**src/rtl/mult_control.sv**
```systemverilog
// mult_control -- sequencing FSM for the 8-bit shift-add multiplier datapath.
//
// Drives the A/B shift register pair, the X sign flop and the 9-bit add/sub
// unit through N_BITS add-then-shift iterations. The last iteration subtracts
// instead of adding, which leaves a signed (2's complement) product in {X,A,B}.
//
// Build option:
//   MULT_AUTO_CLEAR_EN  defined   -> every run starts with a CLR state that
//                                    zeroes A and X, so runs are independent.
//                       undefined -> no CLR state; A and X keep their prior
//                                    contents and a new run accumulates unless
//                                    ClearA_LoadB is used first.
//
// Parameters:
//   N_BITS        multiplier width = number of add/shift iterations (>= 2)
//
// Ports:
//   Clk           in   clock, rising edge
//   Reset         in   synchronous, active-high reset
//   Run           in   start request (level, already synchronised)
//   ClearA_LoadB  in   load B from switches, clear A and X (level)
//   M             in   current multiplier LSB (B[0])
//   ResetA        out  clear A register
//   Ld_A          out  load A with adder result
//   Ld_B          out  load B with switch value S
//   Shift_En      out  shift {X,A,B} right by one
//   Clr_X         out  clear X sign flop
//   Ld_X          out  load X with adder bit 8
//   Sub           out  adder function: 1 = A - S, 0 = A + S
//   Busy          out  multiply in progress
//   Done          out  product valid, held until Run is released

module mult_control #(
  parameter int N_BITS = 8
) (
  input  logic Clk,
  input  logic Reset,
  input  logic Run,
  input  logic ClearA_LoadB,
  input  logic M,
  output logic ResetA,
  output logic Ld_A,
  output logic Ld_B,
  output logic Shift_En,
  output logic Clr_X,
  output logic Ld_X,
  output logic Sub,
  output logic Busy,
  output logic Done
);

  localparam int              CNT_W    = $clog2(N_BITS);
  localparam logic [CNT_W-1:0] CNT_LAST = CNT_W'(N_BITS - 1);
  localparam logic [CNT_W-1:0] CNT_ONE  = CNT_W'(1);

  typedef enum logic [2:0] {
    S_IDLE  = 3'd0,
    S_ADD   = 3'd2,
    S_SHIFT = 3'd3,
    S_HOLD  = 3'd4
`ifdef MULT_AUTO_CLEAR_EN
    , S_CLR = 3'd1
`endif
  } state_t;

  state_t           state_q, state_d;
  logic [CNT_W-1:0] cnt_q, cnt_d;
  logic             last_iter_s;

  assign last_iter_s = (cnt_q == CNT_LAST);

  // Next-state, iteration counter and output decode. Outputs are decoded
  // from the current state (plus M and ClearA_LoadB) because the datapath
  // must act in the same cycle the state is entered. While Reset is high
  // every output is forced low so the register unit is left untouched.
  always_comb begin
    state_d  = state_q;
    cnt_d    = cnt_q;
    ResetA   = 1'b0;
    Ld_A     = 1'b0;
    Ld_B     = 1'b0;
    Shift_En = 1'b0;
    Clr_X    = 1'b0;
    Ld_X     = 1'b0;
    Sub      = 1'b0;
    Busy     = 1'b0;
    Done     = 1'b0;

    if (Reset) begin
      state_d = S_IDLE;
      cnt_d   = '0;
    end else begin
      case (state_q)
        S_IDLE: begin
          // Loading B has priority over starting a run in the same cycle.
          if (ClearA_LoadB) begin
            ResetA = 1'b1;
            Ld_B   = 1'b1;
            Clr_X  = 1'b1;
          end else if (Run) begin
            cnt_d = '0;
`ifdef MULT_AUTO_CLEAR_EN
            state_d = S_CLR;
`else
            state_d = S_ADD;
`endif
          end else begin
            state_d = S_IDLE;
          end
        end

`ifdef MULT_AUTO_CLEAR_EN
        S_CLR: begin
          ResetA  = 1'b1;
          Clr_X   = 1'b1;
          Busy    = 1'b1;
          state_d = S_ADD;
        end
`endif

        S_ADD: begin
          // Only accumulate when the current multiplier bit is set; the
          // final (sign) bit has negative weight, hence the subtract.
          Busy    = 1'b1;
          Ld_A    = M;
          Ld_X    = M;
          Sub     = last_iter_s;
          state_d = S_SHIFT;
        end

        S_SHIFT: begin
          Busy     = 1'b1;
          Shift_En = 1'b1;
          if (last_iter_s) begin
            state_d = S_HOLD;
          end else begin
            cnt_d   = cnt_q + CNT_ONE;
            state_d = S_ADD;
          end
        end

        S_HOLD: begin
          // Stay here while Run is held so a level-held Run cannot
          // retrigger another multiply.
          Done = 1'b1;
          if (!Run) begin
            state_d = S_IDLE;
          end else begin
            state_d = S_HOLD;
          end
        end

        default: begin
          state_d = S_IDLE;
          cnt_d   = '0;
        end
      endcase
    end
  end

  // State and iteration counter registers with synchronous reset.
  always_ff @(posedge Clk) begin
    if (Reset) begin
      state_q <= S_IDLE;
      cnt_q   <= '0;
    end else begin
      state_q <= state_d;
      cnt_q   <= cnt_d;
    end
  end

endmodule

```
**config.mk**
```make
export PLATFORM = sky130hd
export DESIGN_NAME = mult_control
export DESIGN_NICKNAME = d
export VERILOG_FILES = /design/src/rtl/mult_control.sv
export SDC_FILE = /design/constraint.sdc
export NUM_CORES = 1
export LEC_CHECK = 0
export BUFFER_PORTS_ARGS = -buffer_cell sky130_fd_sc_hd__buf_2
export CAP_MARGIN = 20
export CORE_AREA = 4 4 41 43
export DETAILED_ROUTE_END_ITERATION = 7
export DIE_AREA = 0 0 45 47
export PLACE_DENSITY = 0.52
export RECOVER_POWER = 25
export SLEW_MARGIN = 10
export SYNTH_ARGS = -nofsm -noshare
export SYNTH_HDL_FRONTEND = slang
export SYNTH_SLANG_ARGS = --single-unit
```
**constraint.sdc**
```tcl
create_clock -name Clk -period 1.65 [get_ports Clk]
set_input_delay 0.2475 -clock Clk [delete_from_list [all_inputs] [get_ports Clk]]
set_output_delay 0.2475 -clock Clk [all_outputs]
set_load 0.02 [all_outputs]
```
# Word level (Yosys, flattened, before mapping)
# Cells that the tools add are included.
[classes]
addsub = 1
n_eq_ne = 7
mux = 22
bitwise_logic = 1
reduce_logical = 4
[ops]
columns = ["operator", "count"]
rows = [
  ["2-to-1 mux 3 bit", 6],
  ["2-to-1 mux 1 bit", 13],
  ["case mux 3 bit (4 select lines)", 1],
  ["case mux 3 bit (3 select lines)", 1],
  ["== test 3 x 2 -> 1 bit, second input constant", 2],
  ["== test 3 bit, second input constant", 2],
  ["inequality test 2 bit, second input constant", 3],
  ["AND reduction 4 bit", 1],
  ["OR reduction 2 bit", 2],
  ["adder 3 x 1 -> 3 bit, second input constant", 1],
  ["zero test 3 bit", 1],
  ["2-to-1 mux 2 bit", 1],
  ["inverter 1 bit", 1],
]
[word_totals]
reg_bits = 6
word_cells = 37

# Logic depth before layout (Yosys ltp)
# Gate-level depths: netlist (run 1).
[logic_depth]
word_depth = 4
mapped_depth = 5

# Worst setup path before layout (run 1)
# OpenSTA, ideal clock, no wires.
[synth_path]
kind = "reg-to-output"
from = "register state_q[2]"
to = "output port Ld_B"
arrival_ns = 1.628
required_ns = 1.402
path_slack_ns = -0.226
stages_incl_launch_ff = 5
path_buffers = 2
path_cell_list = "dfxtp_1 -> buf_4 -> nand2b_1 -> nor4_1 -> buf_4"
[synth_between]
elab_chain_len = 3
[synth_lines]
columns = ["item", "line", "rtl"]
rows = [
  ["from (decl)", "66", "state_t state_q, state_d;"],
  ["from (signal assigned)", "167", "state_q <= state_d;"],
  ["zero test 3 bit", "--", ""],
  ["2-to-1 mux 1 bit (2 in a row)", "--", ""],
  ["to (decl)", "43", "output logic Ld_B,"],
]
# Every way passes these cells.

# Final worst setup path (run 1)
[layout_path]
from = "register cnt_q[0]"
to = "output port Sub"
[layout_between]
elab_chain_len = 3
[layout_lines]
columns = ["item", "line", "rtl"]
rows = [
  ["from (decl)", "67", "logic [CNT_W-1:0] cnt_q, cnt_d;"],
  ["from (signal assigned)", "168", "cnt_q <= cnt_d;"],
  ["== test 3 bit", "70", "assign last_iter_s = (cnt_q == CNT_LAST);"],
  ["2-to-1 mux 1 bit", "93", "case (state_q)"],
  ["2-to-1 mux 1 bit", "89", "if (Reset) begin"],
  ["to (decl)", "47", "output logic Sub,"],
]
# Every way passes these cells.

==> impl_metrics.py, run 1 <==
metrics = {
    "place": {
        "place_congestion": 0.653,
        "dp_hpwl_um": 579,
        "io_buffers": 13,
        "dpl_cell_area_um2": 469,
    },
    "pwr": {
        "pwr-share-comb_pct": 14.8,
        "p_int_mw": 0.253,
        "p_seq_share_pct": 46.0,
        "p_clk_share_pct": 39.2,
        "p_sw_mw": 0.0879,
        "swShare_pct": 25.8,
        "p_leak_nw": 0.237,
        "ir_drop_mv": 0.435,
        "cellPowerDensity_mw_per_mm2": 699,
    },
    "synthesis": {
        "synth_xor_area_share_pct": 0,
        "yosysTopAreaCell": "dfxtp_1",
        "netlist_instances": 46,
        "synth_top_family_by_area": "simple AND/OR/NAND/NOR gates",
        "syn_area_per_cell_um2": 9.47,
        "seq_area_frac_synth_pct": 27.6,
        "ys_ff_latch": 6,
        "synth_simple_gate_area_share_pct": 32.8,
        "yosys.area.top_type_share_pct": 27.6,
        "synth_warnings": 0,
        "yosys.area_share.adder_pct": 5.75,
        "synth_cell_type_count": 23,
        "synth_area_leaders": "dfxtp_1 (28%), nand2b_1 (8.6%), mux2i_1 (6.9%)",
        "synth_compound_area_share_pct": 13.2,
        "synth_area_um2": 435,
        "synth.area.mux_share_pct": 6.90,
        "synthesis.nets": 53,
    },
    "worst_hold_path": {
        "holdPathStages": 2,
        "hp-class": "input pin to register",
    },
    "job": {
        "drv_cap": 0,
    },
    "routing": {
        "drc": 0,
        "wirelength_um": 771,
        "routedWlPerCell_um": 11.0,
        "via_per_inst": 5.09,
        "vias": 356,
        "first_pass_iters": 4,
        "drtIter0Drc": 5,
        "ant_nets": 0,
    },
    "setup_path": {
        "path_class": "register to primary output",
        "cp.required_ps": 1400,
        "crit_arrival_ps": 1290,
        "cp-start-kind": "register",
        "cp-end-kind": "primary output",
        "crit_path_max_fanout": 4,
        "ff2ff_path_depth": 5,
    },
    "clock_network": {
        "clock_path_buffers": 2,
        "cts_root_buf": "clkbuf_4",
        "clock_sink_count": 6,
        "clk_pin_slew_worst_paths_ps": 40,
        "cts_tree": "done",
        "cts_buffers": 3,
        "h-tree-depth": 1,
        "post_cts_buffers": 0,
        "clock_latency_ps": 240,
    },
    "timing": {
        "skew_ps": 0.0355,
        "worst_pin_slew_ps": 387,
        "hold_ws_ps": 317,
        "final.setup.tns_ps": 0,
        "hold_viol_final": 0,
        "finalCritPeriodShare_pct": 93.5,
        "slew_viol_final": 0,
        "max_slew_margin_pct": 74.1,
        "rsz0062_at_grt": "no",
        "post-route-min-period_ps": 1540,
        "setup-violations-final": 0,
        "fmax_mhz": 649,
    },
    "die": {
        "start_util_pct": 33.5,
        "dieArea_mm2": 0.00212,
        "fp.dieW_um": 45,
        "core_area_mm2": 0.00130,
        "die_y_um": 47,
        "rows": 13,
        "boundaryPins": 14,
    },
    "final_layout": {
        "area_growth_pct": 12.1,
        "stdcell_area_um2": 488,
        "n_antenna_cell": 0,
        "final_util_pct": 37.5,
        "seq_area_um2": 123,
        "multi_input_area_um2": 255,
        "fin_nets": 64,
        "nFillCells": 148,
        "drive_gt1_share_pct": 40.0,
    },
    "global_route": {
        "grtUsageTotal_pct": 8.72,
        "antenna_found_initial": 0,
        "grt_pass1_vias": 296,
        "grt_first_pass_wirelength_um": 1260,
        "grt_max_degree": 13,
        "gr-total-overflow": 0,
    },
    "status": {
        "outcome": "completed",
    },
}
## synth_stat cells (all sizes together)
cell type  instances
a21boi             1
and2b              1
nor4               2
a211oi             1
a31oi              1
inv                1
nor3               1
buf                6
nor4b              2
a2111oi            1
dfxtp              6
ha                 2
nand2              3
nor2               2
mux2i              3
a22oi              1
clkbuf             1
and3               2
and4bb             2
a21oi              1
nand2b             6
## final timing paths
path,from,endpoint,slack (ps)
worst max-delay path,cnt_q[0]$_SDFFE_PP0P_,Sub,110
worst min-delay path,Reset,state_q[0]$_SDFFE_PP0P_,320
worst max register to register,cnt_q[0]$_SDFFE_PP0P_,cnt_q[0]$_SDFFE_PP0P_,220
worst min register to register,cnt_q[2]$_SDFFE_PP0P_,cnt_q[2]$_SDFFE_PP0P_,480
## layout by cell type (no fill, tap or decap)
cell type  instances
buf_2             13
nand2b_1           6
dfxtp_1            4
nand2_1            3
mux2i_1            3
clkbuf_4           3
nor2_1             2
and3_1             2
and4bb_1           2
ha_1               2
dfxtp_2            2
nor4b_1            1
and2b_1            1
nor4_2             1
nor3_1             1
nor4b_2            1
a21boi_2           1
a211oi_2           1
inv_1              1
a21oi_1            1
a31oi_1            1
a2111oi_0          1
a22oi_1            1
nor4_1             1
## final cells by class
class	instances	area share, %
inverter	1	0.769
clock buffer	3	4.62
multi-input combinational	32	52.3
tap	15	3.85
sequential	6	25.1
timing repair buffer	13	13.3
## worst max-delay path, stage by stage (launching register included)
cell,delay [ps]
dfxtp_1,320
ha_1,200
ha_1,230
and3_1,160
buf_2,150
## registers in the layout, summed over array words and instances, names as in the netlist
signal,flops
state_q,3
cnt_q,3
## cells by family after synthesis
| family | after synthesis |
|---|---|
| DFF | 6 |
| adders and majority gates | 2 |
| buffers and inverters | 8 |
| muxes | 3 |
| AOI/OAI and AO/OA | 6 |
| and+or+nand+nor | 21 |
## per-layer routing
layer	GRT usage (%)	up-vias	share of wire, %
li1	-	183	-
met1	9.20	163	43
met2	13.0	10	49
met3	6.90	0	7.5
met4	3.51	0	0
met5	0	-	0
## per-stage QoR
stage               setup slack [ps]  power (mW)  std cells
floorplan                       88.4       0.206         46
global placement                 210       0.212         67
detailed placement               205       0.212         67
CTS                             20.1       0.353         70
global route                    7.35       0.368         70
finish                           108       0.341         70
## power by group through the flow
stage | sequential [mW] | clock, mW | combinational [mW]
final | 0.157 | 0.134 | 0.0506
after global routing | 0.157 | 0.156 | 0.0554
after CTS | 0.157 | 0.144 | 0.0523
after detailed placement | 0.160 | 0 | 0.0521
after global placement | 0.160 | 0 | 0.0521
after floorplan | 0.153 | 0 | 0.0531
## timing repair
item                                    in CTS  in global routing
hold buffers                                 0                  0
endpoints found under the hold margin        0                  0
gates resized for setup                      0                  2
endpoints found under the setup margin       0                  4
No activity file was read; power rests on OpenSTA's default activity.
==> inputs of run 2 (changes only) <==
--- a/config.mk
+++ b/config.mk
@@ -5,12 +5,14 @@
 export SDC_FILE = /design/constraint.sdc
 export NUM_CORES = 1
 export LEC_CHECK = 0
+export ABC_AREA = 1
 export BUFFER_PORTS_ARGS = -buffer_cell sky130_fd_sc_hd__buf_2
 export CAP_MARGIN = 20
 export CORE_AREA = 4 4 41 43
 export DETAILED_ROUTE_END_ITERATION = 7
 export DIE_AREA = 0 0 45 47
-export PLACE_DENSITY = 0.52
+export GPL_ROUTABILITY_DRIVEN = 0
+export PLACE_DENSITY = 0.54
 export RECOVER_POWER = 25
 export SLEW_MARGIN = 10
 export SYNTH_ARGS = -nofsm -noshare
==> run 2 against run 1 <==
  * Synthesized cell count up 50%
  * Non-clock buffer count unchanged
  * First-iteration DRC count down 20%
  * Via count up 18%
  * Clock-buffer cell count unchanged
  * Utilization up 4.4 points
  * Worst setup slack better by 6.2 ps
  * Flip-flop and latch count unchanged
  * Cell count up 37%
  * Largest cell class unchanged
  * Highest routed layer is now met4
==> impl_metrics.py, run 2 <==
metrics = {
    "status": {
        "outcome": "completed",
    },
    "place": {
        "dp_hpwl_um": 738,
        "io_buffers": 13,
        "dpl_cell_area_um2": 514,
        "dp.cells": 93,
        "pre_cts_ws_ps": 308,
    },
    "worst_hold_path": {
        "hp-class": "input pin to register",
    },
    "timing": {
        "rsz0062_at_grt": "no",
        "post-route-min-period_ps": 1540,
        "slew_viol_final": 0,
        "finalCritPeriodShare_pct": 93.1,
        "setup-violations-final": 0,
        "final.setup.tns_ps": 0,
        "hold_viol_final": 0,
        "fmax_mhz": 651,
        "worst_pin_slew_ps": 266,
        "skew_ps": 0.211,
        "setup_slack_ps": 114,
        "max_slew_margin_pct": 82.3,
    },
    "setup_path": {
        "cp-start-kind": "register",
        "crit_path_max_fanout": 4,
        "path_class": "register to primary output",
        "crit_arrival_ps": 1290,
        "cp-end-kind": "primary output",
        "cp.required_ps": 1400,
    },
    "synthesis": {
        "seq_area_frac_synth_pct": 26.4,
        "ys_top_cells_by_count": "nor2_1 (13), nand2_1 (12), inv_1 (11)",
        "synth_cell_type_count": 19,
        "synth_edf_count": 0,
        "async_reset_ff_share_pct": 0,
        "synth_area_leaders": "dfxtp_1 (26%), nor2_1 (11%), nand2_1 (9.9%)",
        "yosys.area.top_type_share_pct": 26.4,
        "synth_area_um2": 455,
        "netlist_instances": 69,
        "ys.flop_type": "dfxtp_1",
        "synth_warnings": 0,
        "yosysMostFrequentCell": "nor2_1",
        "synthesis.nets": 76,
        "syn_area_per_cell_um2": 6.60,
        "yosysTopAreaCell": "dfxtp_1",
        "ys_ff_latch": 6,
    },
    "die": {
        "start_util_pct": 35.0,
        "boundaryPins": 14,
        "fp.dieW_um": 45,
        "rows": 13,
        "die_y_um": 47,
        "dieArea_mm2": 0.00212,
        "core_area_mm2": 0.00130,
    },
    "final_layout": {
        "drive_gt1_share_pct": 39.5,
        "final_cell_mix": "nor2_1 (13), nand2_1 (12), buf_2 (12)",
        "top_regs": "cnt_q: 3 flops, state_q: 3 flops",
        "stdcell_area_um2": 546,
        "area_growth_pct": 19.8,
        "final_util_pct": 41.9,
        "n_antenna_cell": 0,
        "layout_commonest_cell": "nor2_1",
        "fin_nets": 90,
        "instances_no_fill": 96,
    },
    "job": {
        "drv_cap": 0,
    },
    "clock_network": {
        "clk_pin_slew_worst_paths_ps": 50,
        "cts_tree": "done",
        "cts_root_buf": "clkbuf_4",
        "clock_sink_count": 6,
        "h-tree-depth": 1,
        "clock_path_buffers": 2,
        "cts_buffers": 3,
        "clock_latency_ps": 250,
    },
    "global_route": {
        "gr-total-overflow": 0,
        "grtUsageTotal_pct": 10.4,
        "grt_first_pass_wirelength_um": 1540,
        "antenna_found_initial": 0,
        "grt_pass1_vias": 375,
        "grt_max_degree": 11,
    },
    "pwr": {
        "ir_drop_mv": 0.272,
        "cellPowerDensity_mw_per_mm2": 760,
        "p_leak_nw": 0.295,
    },
    "routing": {
        "routedWlPerCell_um": 9.81,
        "ant_nets": 0,
        "drtIter0Drc": 4,
        "vias": 420,
        "first_pass_iters": 2,
        "drc": 0,
        "via_per_inst": 4.38,
        "wirelength_um": 942,
    },
}
-- run 2: path summary, 6_finish.rpt --
check | start | to | slack, ps | cells after the start
worst min-delay path | Run | state_q[2]$_SDFFE_PP0P_ | 290 | 3
worst min register to register | cnt_q[0]$_SDFFE_PP0P_ | cnt_q[0]$_SDFFE_PP0P_ | 490 | 2
worst max register to register | cnt_q[0]$_SDFFE_PP0P_ | cnt_q[2]$_SDFFE_PP0P_ | 280 | 8
worst max-delay path | state_q[1]$_SDFFE_PP0P_ | Ld_A | 110 | 5
-- run 2: kinds of logic (layout without fill, tap and decap cells) --
group	count (synthesis)	count (layout)	synth area share [%]
simple gates	41	41	46.7
buf+inv	17	29	17.3
flops	6	6	26.4
compound gates	3	3	4.12
fa+ha+maj	2	2	5.49
-- run 2: per-layer routing --
layer	global-route usage, %	up-vias	wire length (µm)
li1	-	230	-
met1	12.8	171	462
met3	3.45	5	73
met2	14.7	14	377
met4	8.77	0	29
met5	0	-	0
-- run 2: report_power, final --
group / internal [mW] / total, mW / switching (mW)
registers: 0.157 / 0.167 / 0.0102
clock network: 0.0827 / 0.142 / 0.0591
logic: 0.0388 / 0.106 / 0.0671
-- run 2: stage by stage --
step                      power (mW)  hold WS (ps)
after floorplan                0.256           407
after global placement         0.274           510
after detailed placement       0.274           511
after CTS                      0.419           284
after global routing           0.441           322
final                          0.415           285
-- run 2: cell type report --
type | instances | area (µm²)
fillers | 153 | 756
multi-input cells | 46 | 267
flip-flops and latches | 6 | 121
repair buffers | 13 | 67.6
inverters | 13 | 48.8
clock buffers | 3 | 22.5
well taps | 15 | 18.8
-- run 2: critical path, stage by stage, from the launching register on --
cell     delay (ps)
dfxtp_1         420
inv_2            60
nor2_1          110
nand2_2          90
nor3b_2         170
buf_2           190
-- run 2: repair_timing --
action / CTS / global route
gates resized for setup: 0 / 4
hold buffers: 0 / 0
buffers inserted: 0 / 0
endpoints found under the setup margin: 0 / 1
==> inputs of run 3 (changes only) <==
==> constraint.sdc (replaced) <==
create_clock -name Clk -period 1.65 [get_ports Clk]
set_input_delay 0.2475 -clock Clk [delete_from_list [all_inputs] [get_ports Clk]]
set_output_delay 0.2475 -clock Clk [all_outputs]
set_load 0.005 [all_outputs]
==> run 3 against run 2 <==
  * First-iteration DRC count grew 75%
  * Clock-buffer cell count is the same
  * Die area did not move
  * Clock power is 5% lower
  * Via count decreased by 0.48%
  * Utilization is 0.67 points lower
==> impl_metrics.py, run 3 (synthesized netlist as in run 2, its figures left out) <==
metrics = {
    "clock_network": {
        "clock_path_buffers": 2,
        "h-tree-depth": 1,
        "clk_pin_slew_worst_paths_ps": 50,
        "cts_tree": "done",
        "cts_buffers": 3,
        "post_cts_buffers": 0,
        "cts_root_buf": "clkbuf_4",
        "clock_latency_ps": 240,
        "clock_sink_count": 6,
    },
    "die": {
        "start_util_pct": 35.0,
        "dieArea_mm2": 0.00212,
        "fp.dieW_um": 45,
        "boundaryPins": 14,
        "core_area_mm2": 0.00130,
        "rows": 13,
        "die_y_um": 47,
    },
    "routing": {
        "ant_nets": 0,
        "first_pass_iters": 4,
        "drc": 0,
        "via_per_inst": 4.35,
        "wirelength_um": 860,
        "routedWlPerCell_um": 8.96,
        "vias": 418,
        "drtIter0Drc": 7,
    },
    "timing": {
        "finalCritPeriodShare_pct": 89.7,
        "worst_pin_slew_ps": 227,
        "rsz0062_at_grt": "no",
        "hold_ws_ps": 303,
        "slew_viol_final": 0,
        "hold_viol_final": 0,
        "final.setup.tns_ps": 0,
        "setup-violations-final": 0,
        "max_slew_margin_pct": 84.9,
        "skew_ps": 0.847,
        "fmax_mhz": 675,
        "post-route-min-period_ps": 1480,
    },
    "pwr": {
        "p_int_mw": 0.278,
        "ir_drop_mv": 0.391,
        "pwr-share-comb_pct": 23.6,
        "p_leak_nw": 0.294,
        "cellPowerDensity_mw_per_mm2": 737,
        "swShare_pct": 29.7,
        "finalPower_mw": 0.396,
        "p_seq_share_pct": 42.4,
        "p_sw_mw": 0.118,
        "p_clk_share_pct": 34.0,
    },
    "place": {
        "io_buffers": 13,
        "dpl_cell_area_um2": 509,
        "dp_hpwl_um": 725,
    },
    "setup_path": {
        "crit_arrival_ps": 1230,
        "cp-end-kind": "primary output",
        "cp.required_ps": 1400,
        "path_class": "register to primary output",
        "crit_path_max_fanout": 3,
        "cp-start-kind": "register",
    },
    "global_route": {
        "antenna_found_initial": 0,
        "grt_first_pass_wirelength_um": 1460,
        "grtUsageTotal_pct": 9.90,
        "grt_max_degree": 11,
        "gr-total-overflow": 0,
        "grt_pass1_vias": 373,
    },
    "final_layout": {
        "final_util_pct": 41.3,
        "drive_gt1_share_pct": 38.3,
        "n_antenna_cell": 0,
        "area_growth_pct": 17.9,
        "final_cell_mix": "nand2_1 (13), nor2_1 (13), buf_2 (13)",
        "fin_nets": 90,
        "top_regs": "cnt_q: 3 flops, state_q: 3 flops",
        "stdcell_area_um2": 537,
    },
    "worst_hold_path": {
        "hp-class": "input pin to register",
    },
    "status": {
        "outcome": "completed",
    },
    "job": {
        "drv_cap": 0,
    },
}
==> run 3: cell type report <==
| type | instances | area [µm²] |
|---|---|---|
| fill | 147 | 764 |
| tap | 15 | 18.8 |
| sequential | 6 | 123 |
| inverter | 13 | 48.8 |
| timing repair buffer | 13 | 65.1 |
| multi-input combinational | 46 | 259 |
| clock buffer | 3 | 22.5 |
==> run 3: worst max-delay path, stage by stage (launching register included) <==
cell	delay [ps]
dfxtp_2	340
ha_1	140
ha_1	160
inv_1	60
nor3_2	160
buf_2	130
==> run 3: path summary, 6_finish.rpt <==
kind | start | to | slack [ps] | cells past startpoint
worst max-delay path | cnt_q[0]$_SDFFE_PP0P_ | Sub | 170 | 5
worst min-delay path | Run | state_q[2]$_SDFFE_PP0P_ | 300 | 3
worst max register to register | cnt_q[0]$_SDFFE_PP0P_ | cnt_q[0]$_SDFFE_PP0P_ | 320 | 10
worst min register to register | cnt_q[0]$_SDFFE_PP0P_ | cnt_q[0]$_SDFFE_PP0P_ | 500 | 2
==> run 3: routing by layer <==
layer	up-vias	global-route usage [%]	routed length [µm]
li1	230	-	-
met1	179	11.0	393
met2	7	15.5	398
met3	2	2.68	54
met4	0	8.77	13
met5	-	0	0
==> run 3: power by group through the flow <==
stage | Combinational (mW) | Clock (mW) | Sequential [mW]
2_1_floorplan | 0.0785 | 0 | 0.168
3_3_place_gp | 0.0937 | 0 | 0.169
3_5_place_dp | 0.0949 | 0 | 0.170
4_1_cts | 0.0955 | 0.140 | 0.167
5_1_grt | 0.109 | 0.148 | 0.169
6_report | 0.0933 | 0.135 | 0.168
==> run 3: timing repair <==
item | 4_1_cts | 5_1_grt
hold buffers | 0 | 0
setup endpoints to repair | 0 | 3
gates resized for setup | 0 | 3
==> run 3: through the flow <==
| stage | instances | setup slack, ps |
|---|---|---|
| floorplan | 69 | 340 |
| global placement | 93 | 327 |
| detailed placement | 93 | 295 |
| CTS | 96 | 79.7 |
| global route | 96 | 27.9 |
| finish | 96 | 169 |
